--- src/rtl/uart_pkg.sv ---
// Shared UART definitions: receive FSM state encoding, oversampling constants
// and the baud divisor function used by both the receiver and the transmitter.
package uart_pkg;

    typedef enum logic [2:0] {
        IDLE   = 3'd0,
        START  = 3'd1,
        DATA   = 3'd2,
        PARITY = 3'd3,
        STOP   = 3'd4,
        BREAK  = 3'd5
    } rx_state_t;

    localparam int unsigned OVERSAMPLE = 16;
    localparam int unsigned OS_W       = $clog2(OVERSAMPLE);
    localparam int unsigned SAMPLE_LO  = 7;
    localparam int unsigned SAMPLE_MID = 8;
    localparam int unsigned SAMPLE_HI  = 9;

    // Clocks per oversample tick, rounded to nearest, never below 2.
    function automatic int unsigned uart_div(input int unsigned clk_hz, input int unsigned baud);
        int unsigned d;
        d = (clk_hz + 8 * baud) / (OVERSAMPLE * baud);
        return (d < 2) ? 2 : d;
    endfunction

endpackage

--- src/rtl/uart_fifo.sv ---
// Synchronous first-word-fall-through FIFO.
//  clk, reset_n : clock, async active-low reset
//  push, din    : write request and data (ignored when full unless popping)
//  pop          : read request, honoured only when not empty
//  dout         : registered head entry, valid while !empty
//  empty, full  : registered status
//  count        : registered occupancy, 0..DEPTH
module uart_fifo #(
    parameter int unsigned DEPTH = 16,
    parameter int unsigned WIDTH = 8
) (
    input  logic                       clk,
    input  logic                       reset_n,
    input  logic                       push,
    input  logic [WIDTH-1:0]           din,
    input  logic                       pop,
    output logic [WIDTH-1:0]           dout,
    output logic                       empty,
    output logic                       full,
    output logic [$clog2(DEPTH):0]     count
);

    localparam int unsigned PTR_W = $clog2(DEPTH);
    localparam int unsigned CNT_W = PTR_W + 1;

    logic [WIDTH-1:0] mem [DEPTH];
    logic [PTR_W-1:0] wr_ptr;
    logic [PTR_W-1:0] rd_ptr;

    logic             do_pop_c;
    logic             do_push_c;
    logic [PTR_W-1:0] rd_ptr_nxt_c;
    logic [CNT_W-1:0] count_nxt_c;
    logic [WIDTH-1:0] head_nxt_c;

    // A push into a full FIFO is accepted only when a pop frees a slot the same cycle.
    always_comb begin
        do_pop_c     = pop && !empty;
        do_push_c    = push && (!full || do_pop_c);
        rd_ptr_nxt_c = do_pop_c ? rd_ptr + PTR_W'(1) : rd_ptr;
        count_nxt_c  = count + CNT_W'(do_push_c) - CNT_W'(do_pop_c);
        // New head comes from the write port when it lands in the slot the head moves to.
        head_nxt_c   = (do_push_c && (wr_ptr == rd_ptr_nxt_c)) ? din : mem[rd_ptr_nxt_c];
    end

    // Storage array
    always_ff @(posedge clk) begin
        if (do_push_c) begin
            mem[wr_ptr] <= din;
        end
    end

    // Pointers, occupancy and registered head
    always_ff @(posedge clk or negedge reset_n) begin
        if (!reset_n) begin
            wr_ptr <= '0;
            rd_ptr <= '0;
            count  <= '0;
            empty  <= 1'b1;
            full   <= 1'b0;
            dout   <= '0;
        end else begin
            if (do_push_c) begin
                wr_ptr <= wr_ptr + PTR_W'(1);
            end
            rd_ptr <= rd_ptr_nxt_c;
            count  <= count_nxt_c;
            empty  <= (count_nxt_c == '0);
            full   <= (count_nxt_c == CNT_W'(DEPTH));
            if (count_nxt_c != '0) begin
                dout <= head_nxt_c;
            end
        end
    end

endmodule

--- src/rtl/uart_rx_fifo.sv ---
// 16x oversampled UART receiver with a FWFT receive buffer.
// Build option: UART_RX_PARITY_EN adds a parity bit to the frame and the P_ODD port.
//  clk, reset_n : clock, async active-low reset
//  rx           : serial line, idle high, asynchronous
//  rd_en        : pop request; rd_data/empty/full/count report the buffer
//  overrun, frame_err, parity_err : sticky error flags, cleared by err_clr
//  P_ODD        : (parity builds only) 1 = odd parity, 0 = even
module uart_rx_fifo
    import uart_pkg::*;
#(
    parameter int unsigned CLK_HZ     = 25000000,
    parameter int unsigned BAUD       = 115200,
    parameter int unsigned FIFO_DEPTH = 16
) (
    input  logic                          clk,
    input  logic                          reset_n,
    input  logic                          rx,
    input  logic                          rd_en,
    output logic [7:0]                    rd_data,
    output logic                          empty,
    output logic                          full,
    output logic [$clog2(FIFO_DEPTH):0]   count,
    output logic                          overrun,
    output logic                          frame_err,
    output logic                          parity_err,
`ifdef UART_RX_PARITY_EN
    input  logic                          P_ODD,
`endif
    input  logic                          err_clr
);

    localparam int unsigned DIV   = uart_div(CLK_HZ, BAUD);
    localparam int unsigned DIV_W = $clog2(DIV);

    logic [1:0]       rx_sync;
    logic [1:0]       sync_vld;
    logic             armed;
    logic             rx_s;

    rx_state_t        state;
    rx_state_t        state_nxt;

    logic [DIV_W-1:0] div_cnt;
    logic [OS_W-1:0]  os_cnt;
    logic             s_lo;
    logic             s_mid;
    logic [7:0]       shreg;
    logic [2:0]       bit_idx;

    logic             counting_c;
    logic             tick_c;
    logic             bit_done_c;
    logic             maj_c;
    logic             start_c;
    logic             shift_c;
    logic             push_c;
    logic             ferr_set_c;

    assign rx_s = rx_sync[1];

    // Two-flop synchronizer; armed only once the line has been seen high after
    // reset, so a line held low through reset release is not taken as a start bit.
    always_ff @(posedge clk or negedge reset_n) begin
        if (!reset_n) begin
            rx_sync  <= 2'b11;
            sync_vld <= 2'b00;
            armed    <= 1'b0;
        end else begin
            rx_sync  <= {rx_sync[0], rx};
            sync_vld <= {sync_vld[0], 1'b1};
            if (sync_vld[1] && rx_s) begin
                armed <= 1'b1;
            end
        end
    end

    // Tick timing and 3-sample majority; every bit decision happens at tick 9.
    always_comb begin
        counting_c = (state != IDLE) && (state != BREAK);
        tick_c     = (div_cnt == DIV_W'(DIV - 1));
        bit_done_c = tick_c && (os_cnt == OS_W'(SAMPLE_HI));
        maj_c      = (s_lo & s_mid) | (s_lo & rx_s) | (s_mid & rx_s);
    end

    // FSM state register
    always_ff @(posedge clk or negedge reset_n) begin
        if (!reset_n) begin
            state <= IDLE;
        end else begin
            state <= state_nxt;
        end
    end

    // FSM next state and datapath controls
    always_comb begin
        state_nxt  = state;
        start_c    = 1'b0;
        shift_c    = 1'b0;
        push_c     = 1'b0;
        ferr_set_c = 1'b0;
        case (state)
            IDLE: begin
                if (armed && !rx_s) begin
                    state_nxt = START;
                    start_c   = 1'b1;
                end
            end
            START: begin
                if (bit_done_c) begin
                    state_nxt = maj_c ? IDLE : DATA;
                end
            end
            DATA: begin
                if (bit_done_c) begin
                    shift_c = 1'b1;
                    if (bit_idx == 3'd7) begin
`ifdef UART_RX_PARITY_EN
                        state_nxt = PARITY;
`else
                        state_nxt = STOP;
`endif
                    end
                end
            end
`ifdef UART_RX_PARITY_EN
            PARITY: begin
                if (bit_done_c) begin
                    state_nxt = STOP;
                end
            end
`endif
            STOP: begin
                if (bit_done_c) begin
                    if (maj_c) begin
                        push_c    = 1'b1;
                        state_nxt = IDLE;
                    end else begin
                        ferr_set_c = 1'b1;
                        state_nxt  = BREAK;
                    end
                end
            end
            BREAK: begin
                if (rx_s) begin
                    state_nxt = IDLE;
                end
            end
            default: state_nxt = IDLE;
        endcase
    end

    // Divisor/oversample counters, samples and data shift register
    always_ff @(posedge clk or negedge reset_n) begin
        if (!reset_n) begin
            div_cnt <= '0;
            os_cnt  <= '0;
            s_lo    <= 1'b1;
            s_mid   <= 1'b1;
            shreg   <= '0;
            bit_idx <= '0;
        end else begin
            if (start_c) begin
                div_cnt <= '0;
                os_cnt  <= '0;
                bit_idx <= '0;
            end else if (counting_c) begin
                if (tick_c) begin
                    div_cnt <= '0;
                    os_cnt  <= os_cnt + OS_W'(1);
                    if (os_cnt == OS_W'(SAMPLE_LO)) begin
                        s_lo <= rx_s;
                    end
                    if (os_cnt == OS_W'(SAMPLE_MID)) begin
                        s_mid <= rx_s;
                    end
                end else begin
                    div_cnt <= div_cnt + DIV_W'(1);
                end
            end
            if (shift_c) begin
                shreg   <= {maj_c, shreg[7:1]};
                bit_idx <= bit_idx + 3'd1;
            end
        end
    end

`ifdef UART_RX_PARITY_EN
    logic par_bad;

    // Parity result is held until the stop bit decides whether the byte is pushed.
    always_ff @(posedge clk or negedge reset_n) begin
        if (!reset_n) begin
            par_bad <= 1'b0;
        end else if (start_c) begin
            par_bad <= 1'b0;
        end else if ((state == PARITY) && bit_done_c) begin
            par_bad <= ((^shreg) ^ maj_c) != P_ODD;
        end
    end

    always_ff @(posedge clk or negedge reset_n) begin
        if (!reset_n) begin
            parity_err <= 1'b0;
        end else if (push_c && par_bad) begin
            parity_err <= 1'b1;
        end else if (err_clr) begin
            parity_err <= 1'b0;
        end
    end
`else
    assign parity_err = 1'b0;
`endif

    // Sticky flags; a set beats a simultaneous clear. Push and pop together never overruns.
    always_ff @(posedge clk or negedge reset_n) begin
        if (!reset_n) begin
            overrun   <= 1'b0;
            frame_err <= 1'b0;
        end else begin
            if (push_c && full && !(rd_en && !empty)) begin
                overrun <= 1'b1;
            end else if (err_clr) begin
                overrun <= 1'b0;
            end
            if (ferr_set_c) begin
                frame_err <= 1'b1;
            end else if (err_clr) begin
                frame_err <= 1'b0;
            end
        end
    end

    uart_fifo #(
        .DEPTH (FIFO_DEPTH),
        .WIDTH (8)
    ) u_fifo (
        .clk     (clk),
        .reset_n (reset_n),
        .push    (push_c),
        .din     (shreg),
        .pop     (rd_en),
        .dout    (rd_data),
        .empty   (empty),
        .full    (full),
        .count   (count)
    );

endmodule

--- config.mk ---
export PLATFORM = sky130hd
export DESIGN_NAME = uart_rx_fifo
export DESIGN_NICKNAME = d
export VERILOG_FILES = /design/src/rtl/uart_pkg.sv /design/src/rtl/uart_fifo.sv /design/src/rtl/uart_rx_fifo.sv
export SDC_FILE = /design/constraint.sdc
export NUM_CORES = 1
export LEC_CHECK = 0
export CAP_MARGIN = 25
export CORE_ASPECT_RATIO = 0.8
export CORE_MARGIN = 10
export CORE_UTILIZATION = 60
export DETAILED_ROUTE_END_ITERATION = 8
export PLACE_DENSITY = 0.79
export SETUP_SLACK_MARGIN = 0.1
export SLEW_MARGIN = 20
export SYNTH_ARGS = -nofsm -noshare
export SYNTH_HDL_FRONTEND = slang
export SYNTH_SLANG_ARGS = --single-unit
--- constraint.sdc ---
create_clock -name clk -period 8.7 [get_ports clk]
set_input_delay 1.74 -clock clk [delete_from_list [all_inputs] [get_ports clk]]
set_output_delay 1.74 -clock clk [all_outputs]
set_load 0.05 [all_outputs]
# --- Yosys cells after proc, flatten, opt, wreduce, memory -nomap -nowiden ---
# Memory sizes are Yosys's and may differ from the RTL's. A register that Yosys moved wholly into a read port is not among the register bits.
# Cells that the tools add are included.
classes:
  n_addsub: 7
  multipliers: 0
  div_mod_pow: 0
  order_cmp: 0
  eq_ne: 17
  shift: 0
  muxes: 33
  bitwise_logic: 6
  n_reduce_logical: 27
ops:
  columns: ["op", "count"]
  rows:
  - ["2-to-1 mux 4 bit", 7]
  - ["2-to-1 mux 3 bit", 9]
  - ["adder 4 x 1 -> 4 bit (second input constant)", 4]
  - ["2-to-1 mux 1 bit", 15]
  - ["one-hot mux 3 bit (5 select lines)", 1]
  - ["== test 4 bit (second input constant)", 3]
  - ["inequality test 2 bit (second input constant)", 6]
  - ["nonzero test 2 bit", 5]
  - ["== test 3 bit (second input constant)", 3]
  - ["logical AND 1 bit", 8]
  - ["AND reduction 4 bit", 2]
  - ["AND reduction 6 bit", 1]
  - ["adder 5 x 1 -> 5 bit", 1]
  - ["== test 5 bit (second input constant)", 1]
  - ["logical NOT 1 bit", 5]
  - ["logical NOT 5 bit", 1]
  - ["nonzero test 5 bit", 1]
  - ["subtractor 5 x 1 -> 5 bit", 1]
  - ["== test 4 x 3 -> 1 bit (second input constant)", 1]
  - ["adder 3 x 1 -> 3 bit (second input constant)", 1]
  - ["AND 1 bit", 3]
  - ["== test 3 x 1 -> 1 bit (second input constant)", 1]
  - ["== test 3 x 2 -> 1 bit (second input constant)", 1]
  - ["logical NOT 3 bit", 1]
  - ["other kinds (7)", 8]
totals:
  register_bits: 46
  latchBits: 0
  mem_bits_rw: 128
  romBits: 0
  word_cells: 108
  mem_count: 1
mem_list:
  columns: ["name", "depth", "word_bits", "rd", "rd_clocked_by_memory_dff", "write_ports", "line", "source"]
  rows:
  - ["u_fifo.mem", 16, 8, 1, 1, 1, "uart_fifo.sv:26", "logic [WIDTH-1:0] mem [DEPTH];"]

# --- Logic depth before layout (Yosys ltp) ---
# Gate-level depths: netlist (run 1).
logic_depth:
  word_depth: 10
  mapped_depth: 17

# --- Cells and area by module ---
# From an unflattened synthesis (run 1), not the netlist that was laid out.
unflattened:
  hier_cells: 671
  area_unflattened_um2: 8560.7
by_module_without_submodules:
  columns: ["module", "instances", "cells_per_inst", "area_per_inst_um2"]
  rows:
  - ["uart_fifo", 1, 539, 7020.5]
  - ["uart_rx_fifo", 1, 132, 1540.2]

# --- Worst setup path after synthesis (run 1) ---
# OpenSTA, ideal clock, no wires.
synth_path:
  path_type: "in2reg"
  from: "input rd_en"
  to: "register u_fifo.dout[0] (read register of u_fifo.mem)"
  setup_ps: 126
  t_arrival_ps: 4316
  required_ps: 8574
  slack_ps: 4258
  stages: 14
  path_buffers: 3
  path_cell_list: "nand2b_1 -> buf_6 -> a211oi_2 -> buf_4 -> ha_1 -> inv_1 -> fa_1 -> inv_2 -> nor4_2 -> mux2i_1 -> a21oi_4 -> and4b_1 -> buf_6 -> a221o_1"
synth_between:
  elab_chain_len: 6
  elab_cells_between_ends: 7
synth_rtl:
  columns: ["element", "line", "source"]
  rows:
  - ["from (decl)", "uart_rx_fifo.sv:18", "input logic rd_en,"]
  - ["logical AND 1 bit", "uart_fifo.sv:38", "do_pop_c = pop && !empty;"]
  - ["logical OR 1 bit", "uart_fifo.sv:39", "do_push_c = push && (!full || do_pop_c);"]
  - ["logical AND 1 bit", "uart_fifo.sv:39", null]
  - ["via u_fifo.do_push_c", "uart_fifo.sv:31", "logic do_push_c;"]
  - ["adder 5 x 1 -> 5 bit", "uart_fifo.sv:41", "count_nxt_c = count + CNT_W'(do_push_c) - CNT_W'(do_pop_c);"]
  - ["subtractor 5 x 1 -> 5 bit", "uart_fifo.sv:41", null]
  - ["via u_fifo.count_nxt_c[1]", "uart_fifo.sv:33", "logic [CNT_W-1:0] count_nxt_c;"]
  - ["nonzero test 5 bit", "uart_fifo.sv:70", "if (count_nxt_c != '0) begin"]
  - ["to (decl)", "uart_fifo.sv:17", "output logic [WIDTH-1:0] dout,"]
# The timed path passes the listed nets, and every way through them passes these cells.
# A chain may end at the register's enable or synchronous reset.

# --- Worst setup path after layout (run 1) ---
layout_path:
  from: "input rd_en"
  to: "register u_fifo.dout[7] (read register of u_fifo.mem)"
layout_between:
  elab_chain_len: 6
  elab_cells_between_ends: 7
layout_rtl:
  columns: ["element", "line"]
  rows:
  - ["logical AND 1 bit *", "uart_fifo.sv:38"]
  - ["logical OR 1 bit", "uart_fifo.sv:39"]
  - ["logical AND 1 bit", "uart_fifo.sv:39"]
  - ["adder 5 x 1 -> 5 bit", "uart_fifo.sv:41"]
  - ["subtractor 5 x 1 -> 5 bit *", "uart_fifo.sv:41"]
  - ["via u_fifo.count_nxt_c[1]", "uart_fifo.sv:33"]
  - ["nonzero test 5 bit *", "uart_fifo.sv:70"]
# Mark *: on every way through the listed nets, which the timed path passes. The rest lies on a longest branch.

==> results of run 1 <==
==> cells in the mapped netlist, drive strengths merged, types with 2 or more instances <==
master    n  area share [%]
a22oi    14             1.3
nand2b    5            0.40
and4b     2            0.26
conb      2           0.096
dfrtp    49              16
o21a      2            0.19
inv      23             1.1
mux2i     7            0.90
and2      2            0.16
nand3     7            0.51
a211oi    2            0.26
nor2b     5            0.40
a221o     7            0.90
nor3      6            0.53
nor2     28             1.4
ha       15             2.4
clkbuf    8            0.39
nor4      3            0.40
nand4     3            0.24
o32ai     2            0.22
buf      21             1.9
a32oi    28             3.1
dfstp     5             1.7
nand2   119             5.9
edfxtp  128              49
a21o      3            0.30
o21ai    10            0.64
nand4b    2            0.22
a31oi     3            0.24
a21oi    48             3.4
a221oi    2            0.22
o22ai     3            0.24
mux2      9             1.3
xnor2     9             1.1
xor2      6            0.67
==> worst max-delay path, delay by kind of cell <==
kind	cells	cell delay (ns)
AO/OA/AOI/OAI	3	1.40
multiplexers	1	0.19
adder cells (fa/ha/maj)	2	0.78
AND/OR/NAND/NOR	3	0.89
buffers and inverters	3	0.62
==> layer usage <==
| metal | track usage (%) | part of all wire (%) | vias to the layer above |
|---|---|---|---|
| met3 | 4.85 | 7.5 | 26 |
| met2 | 29.6 | 47 | 208 |
| met5 | 0 | 0 | - |
| met1 | 27.4 | 44 | 2430 |
| li1 | - | - | 2251 |
| met4 | 7.66 | 1.6 | 0 |
==> through the flow <==
stage | instance area [um^2] | utilization, % | setup WS [ns] | power, mW | hold slack [ns]
4_1_cts | 8740 | 68.4 | 3.42 | 2.91 | 0.363
6_report | 8750 | 68.5 | 3.39 | 2.92 | 0.362
5_1_grt | 8750 | 68.5 | 3.13 | 3.05 | 0.366
3_3_place_gp | 8110 | 63.5 | 3.14 | 2.07 | 0.334
2_1_floorplan | 7800 | - | 4.26 | 1.84 | 0.331
3_5_place_dp | 8140 | 63.7 | 2.98 | 2.12 | 0.349
==> report_power, final <==
group          leakage, nW  internal (mW)  total [mW]  switching [mW]
Clock                0.300          0.477       0.794           0.317
Sequential            2.18          0.980        1.04          0.0639
Combinational        0.906          0.355        1.08           0.727
==> kinds of logic after synthesis <==
kind of cell / synth area share [%]
AO/OA/AOI/OAI: 11.9
XOR/XNOR: 2.07
AND/OR/NAND/NOR: 10.9
buffers and inverters: 3.39
flip-flops: 66.7
multiplexers: 2.20
other: 0.0963
adder cells (fa/ha/maj): 2.79
==> sequential cells by signal, indices dropped and copies added (netlist names), 4 cells and up <==
| signal | cells |
|---|---|
| div_cnt | 4 |
| u_fifo.mem | 128 |
| os_cnt | 4 |
| u_fifo.dout | 8 |
| shreg | 8 |
| u_fifo.rd_ptr | 4 |
| u_fifo.wr_ptr | 4 |
| u_fifo.count | 5 |
==> cell type report <==
class	instances	area [um^2]	area share, %
multi-input cells	368	2350	26.9
clock buffers	17	425	4.86
repair buffers	29	278	3.17
inverters	23	88.8	1.02
clock inverters	15	184	2.10
well taps	175	219	2.50
flip-flops and latches	182	5200	59.4
==> path summary, 6_finish.rpt <==
kind	start	endpoint	cells after the start
setup / recovery	rd_en	u_fifo.dout[7]	12
hold / removal	rx_sync[0]	rx_sync[1]	0
setup reg to reg	div_cnt[1]	u_fifo.dout[7]	13
hold reg to reg	rx_sync[0]	rx_sync[1]	0
max in group asynchronous	reset_n	u_fifo.dout[3]	2
min in group asynchronous	reset_n	os_cnt[1]	2
==> flow_summary_export.csv, run 1 <==
group,metric,value,unit
layout,fillers,906,
worst_setup_path,regToRegSetupSlack,4.55,ns
routing,drtIter0Drc,575,
cts,cts.reportedPaths.clkPinSlew,0.06,ns
global_route,grt_max_degree,67,
floorplan,fp-row-count,37,
global_route,gr-total-overflow,0,
logic_synthesis,synth_cell_types,65,
cts,cts_buffer_depth,2,
cts,clk_latency,0.43,ns
cts,holdBufCountCts,0,
power_and_ir_drop,p_leak,3.39,nW
flow_run,maxCapViolations,0,
place,port_buffers,21,
worst_setup_path,path_class,"primary input to register",
layout,stdcell_count,809,
worst_setup_path,required,9.01,ns
logic_synthesis,synth_seq_area_share,66.7,%
run_status,status,"completed",
layout,final_cell_mix,"edfxtp_1, nand2_1, dfrtp_1, a21oi_1, a32oi_1",
global_route,grt_pass1_vias,4748,
worst_setup_path,arrival,5.62,ns
layout,area.growth.synth_to_final,12.2,%
worst_setup_path,path_cells,"clkdlybuf4s50_1 -> nand2b_1 -> a211oi_2 -> ha_1 -> inv_1 -> fa_1 -> inv_2 -> nor4_2 -> mux2i_1 -> a21oi_4 -> and4b_1 -> a221o_1",
routing,dr_total_vias,4915,
logic_synthesis,synth_edf_count,128,
logic_synthesis,ys.flop_type,"edfxtp_1",
floorplan,coreArea,0.0128,mm^2
routing,ant_nets,0,
logic_synthesis,async_reset_ff_share,29.7,%
floorplan,die_h,122,um
sta,finalMaxSlewViolations,0,
cts,cts_setup_buffers,0,
cts,cts_buffers,17,
worst_setup_path,cp-end-kind,"register",
sta,clock.fmax,0.188,GHz
worst_hold_path,hold_path_class,"register to register",
sta,period_needed,5.31,ns
power_and_ir_drop,irDropWorstVdd,0.000313,V
layout,antenna_cells,0,
routing,dr.pass1.iters,5,
floorplan,start_util,61.0,%
cts,numClockSinks,182,
logic_synthesis,synth_fp_nets,623,
layout,drive_gt1_share,11.7,%
routing,wire_per_inst,21.4,um
floorplan,die_width,147,um
sta,setup_viol,0,
sta,rsz0062_at_grt,"false",
cts,clock-root-buffer,"clkbuf_16",
worst_setup_path,cpPeakStageDelay,0.74,ns
worst_setup_path,cp_max_fo,11,
global_route,grt_usage,19.7,%
sta,hold_violations,0,
global_route,grt_first_pass_wirelength,27000,um
cts,ctsResizeCount,0,
cts,htree_num_levels,4,
sta,tns,0,ns
logic_synthesis,synth_cells,602,
floorplan,dieArea,0.0180,mm^2
sta,tightest_slew,0.890,ns
sta,slew_headroom,40.4,%
power_and_ir_drop,pwr_density_cell,334,mW/mm^2
routing,viasPerCell,6.08,
cts,cts_tree,"yes",
place,dp_hpwl,10900,um
logic_synthesis,yosysWarnings,0,
global_route,grt_antenna_before_repair,0,
sta,timing.final.crit_share,61.1,%
logic_synthesis,syn_area_per_cell,13.0,um^2
layout,final_common_cell,"edfxtp_1",
logic_synthesis,syn_area,0.00780,mm^2
routing,finalWirelength,17300,um
worst_setup_path,slowest_stage,"a211oi_2",
logic_synthesis,ys_ff_latch,182,
place,gp_congestion,0.913,
place,placed_cells,777,
worst_setup_path,startpoint_type,"primary input",
floorplan,pin_count,23,
sta,fin_worst_skew,0.00707,ns
routing,drc_errors,0,
layout,final_nets,642,
Note: power is estimated with default switching activity, not from simulation.
==> run 2, diff against run 1 <==
--- a/config.mk
+++ b/config.mk
@@ -8,9 +8,9 @@
 export CAP_MARGIN = 25
 export CORE_ASPECT_RATIO = 0.8
 export CORE_MARGIN = 10
-export CORE_UTILIZATION = 60
+export CORE_UTILIZATION = 55
 export DETAILED_ROUTE_END_ITERATION = 8
-export PLACE_DENSITY = 0.79
+export PLACE_DENSITY = 0.76
 export SETUP_SLACK_MARGIN = 0.1
 export SLEW_MARGIN = 20
 export SYNTH_ARGS = -nofsm -noshare
==> constraint.sdc (replaced) <==
create_clock -name clk -period 4.6 [get_ports clk]
set_input_delay 0.92 -clock clk [delete_from_list [all_inputs] [get_ports clk]]
set_output_delay 0.92 -clock clk [all_outputs]
set_load 0.05 [all_outputs]
==> run 2 against run 1 <==
  * Register-to-register slack lost 3.6 ns
  * Sequential cell count stayed put
  * Die area increased by 7.7%
  * Core utilization decreased by 4.6 points
  * Clock skew up 0.0017 ns
  * Sequential share of layout area shrank 0.17 points
  * Routed wire length decreased by 3.2%
  * Final cell count grew 1.4%
  * Total power rose by 87%
  * Worst setup slack got worse by 2.7 ns
  * First-iteration DRC count fell by 7.0%
  * Via count rose by 0.41%
  * Critical endpoint unchanged
  * Largest cell class unchanged
==> flow_summary_export.csv, run 2 (same netlist as run 1, synthesis figures left out) <==
group,metric,value,unit
layout,final_cell_mix,"edfxtp_1, nand2_1, dfrtp_1, a21oi_1, a32oi_1",
routing,dr_total_vias,4935,
worst_hold_path,hold_path_class,"register to register",
cts,holdBufCountCts,0,
cts,ctsResizeCount,0,
worst_setup_path,required,4.92,ns
global_route,gr-total-overflow,0,
worst_setup_path,cp_max_fo,10,
place,port_buffers,21,
layout,stdcell_count,820,
layout,regMostFlops,"u_fifo.mem",
global_route,grt_first_pass_wirelength,26700,um
floorplan,dieArea,0.0194,mm^2
floorplan,start_util,56.7,%
cts,htree_num_levels,4,
power_and_ir_drop,p_leak,3.39,nW
routing,drtIter0Drc,535,
cts,cts.reportedPaths.clkPinSlew,0.07,ns
place,gp_congestion,0.878,
worst_setup_path,path_cells,"clkdlybuf4s50_1 -> nand2b_1 -> inv_4 -> ha_1 -> inv_1 -> ha_1 -> inv_1 -> fa_1 -> inv_2 -> nor4_2 -> mux2i_1 -> a21oi_4 -> and4b_1 -> a221o_1",
routing,wire_per_inst,20.5,um
worst_setup_path,slowest_stage,"clkdlybuf4s50_1",
floorplan,coreArea,0.0137,mm^2
cts,numClockSinks,182,
sta,clock.fmax,0.258,GHz
power_and_ir_drop,pwr_density_cell,623,mW/mm^2
cts,cts_buffers,17,
sta,timing.final.crit_share,84.1,%
cts,clock-root-buffer,"clkbuf_16",
layout,utilization,63.9,%
layout,area.growth.synth_to_final,12.5,%
worst_setup_path,startpoint_type,"primary input",
worst_setup_path,cpPeakStageDelay,0.50,ns
layout,final_common_cell,"edfxtp_1",
routing,ant_nets,0,
worst_setup_path,path_class,"primary input to register",
routing,finalWirelength,16800,um
floorplan,die_h,127,um
sta,finalMaxSlewViolations,0,
global_route,grt_usage,17.7,%
cts,cts_tree,"yes",
cts,cts_buffer_depth,2,
cts,clk_latency,0.44,ns
floorplan,die_width,153,um
sta,setup_viol,0,
routing,viasPerCell,6.02,
global_route,grt_pass1_vias,4732,
sta,tightest_slew,0.868,ns
worst_setup_path,cp-end-kind,"register",
layout,reg.largest.list,"u_fifo.mem: 128 flops, shreg: 8 flops, u_fifo.dout: 8 flops",
place,placed_cells,786,
sta,slew_headroom,41.9,%
sta,hold_violations,0,
sta,rsz0062_at_grt,"false",
floorplan,pin_count,23,
worst_setup_path,arrival,4.18,ns
floorplan,fp-row-count,38,
layout,final_nets,648,
global_route,grt_max_degree,66,
sta,fin_worst_skew,0.00875,ns
run_status,status,"completed",
routing,dr.pass1.iters,7,
routing,drc_errors,0,
cts,cts_setup_buffers,0,
layout,largest_register_ffs,128,
layout,drive_gt1_share,12.2,%
flow_run,maxCapViolations,0,
layout,antenna_cells,0,
global_route,grt_antenna_before_repair,0,
place,dp_hpwl,10800,um
sta,period_needed,3.87,ns
power_and_ir_drop,irDropWorstVdd,0.000504,V
sta,tns,0,ns
## run 2: cell count changes in the layout (fill, tap and decap cells not counted), moves of 2 or more
cell / change
clkinv_2: -6
bufinv_16: -3
clkinvlp_4: +2
clkbuf_8: +3
inv_6: +2
clkinv_4: +3
buf_4: +4
## run 2: worst paths after layout
kind | from | to | slack [ns] | cells past startpoint
worst max-delay path | rd_en | u_fifo.dout[7] | 0.73 | 14
min in group asynchronous | reset_n | os_cnt[1] | 0.61 | 2
max in group asynchronous | reset_n | u_fifo.rd_ptr[3] | 3.52 | 2
worst min-delay path | sync_vld[0] | sync_vld[1] | 0.35 | 0
worst min register to register | sync_vld[0] | sync_vld[1] | 0.35 | 0
worst max register to register | div_cnt[1] | u_fifo.dout[7] | 0.92 | 13
## run 2: worst max-delay path, delay by kind of cell
family | cells | cell delay (ns)
mux | 1 | 0.19
simple gates | 3 | 0.75
buf+inv | 5 | 0.81
compound gates | 2 | 0.65
fa+ha+maj | 3 | 0.86
## run 2: metrics by stage
| stage | area, um^2 | worst slack, ns | total power, mW | hold slack (ns) |
|---|---|---|---|---|
| after floorplan | 7800 | 0.978 | 3.48 | 0.331 |
| after global placement | 8180 | 0.435 | 3.97 | 0.337 |
| after detailed placement | 8180 | 0.309 | 4.06 | 0.336 |
| after CTS | 8760 | 0.770 | 5.48 | 0.351 |
| after global routing | 8780 | 0.579 | 5.74 | 0.356 |
| final | 8780 | 0.731 | 5.47 | 0.353 |
## run 2: layout make-up
class	count	area, um^2
clock buffer	20	467
multi-input combinational	368	2340
sequential	182	5200
timing repair buffer	35	333
inverter	23	88.8
clock inverter	12	118
fill	979	4960
tap	180	225
## run 2: report_power, final
part / total, mW / switching, mW / internal [mW]
registers: 1.98 / 0.126 / 1.85
clock network: 1.41 / 0.615 / 0.794
logic: 2.08 / 1.38 / 0.705
## run 2: per-layer routing
layer	GRT usage [%]	wire, um	part of all wire [%]
met1	24.1	7220	43
met2	26.7	7980	48
met3	4.56	1250	7.4
met4	7.17	344	2.0
met5	0	0	0
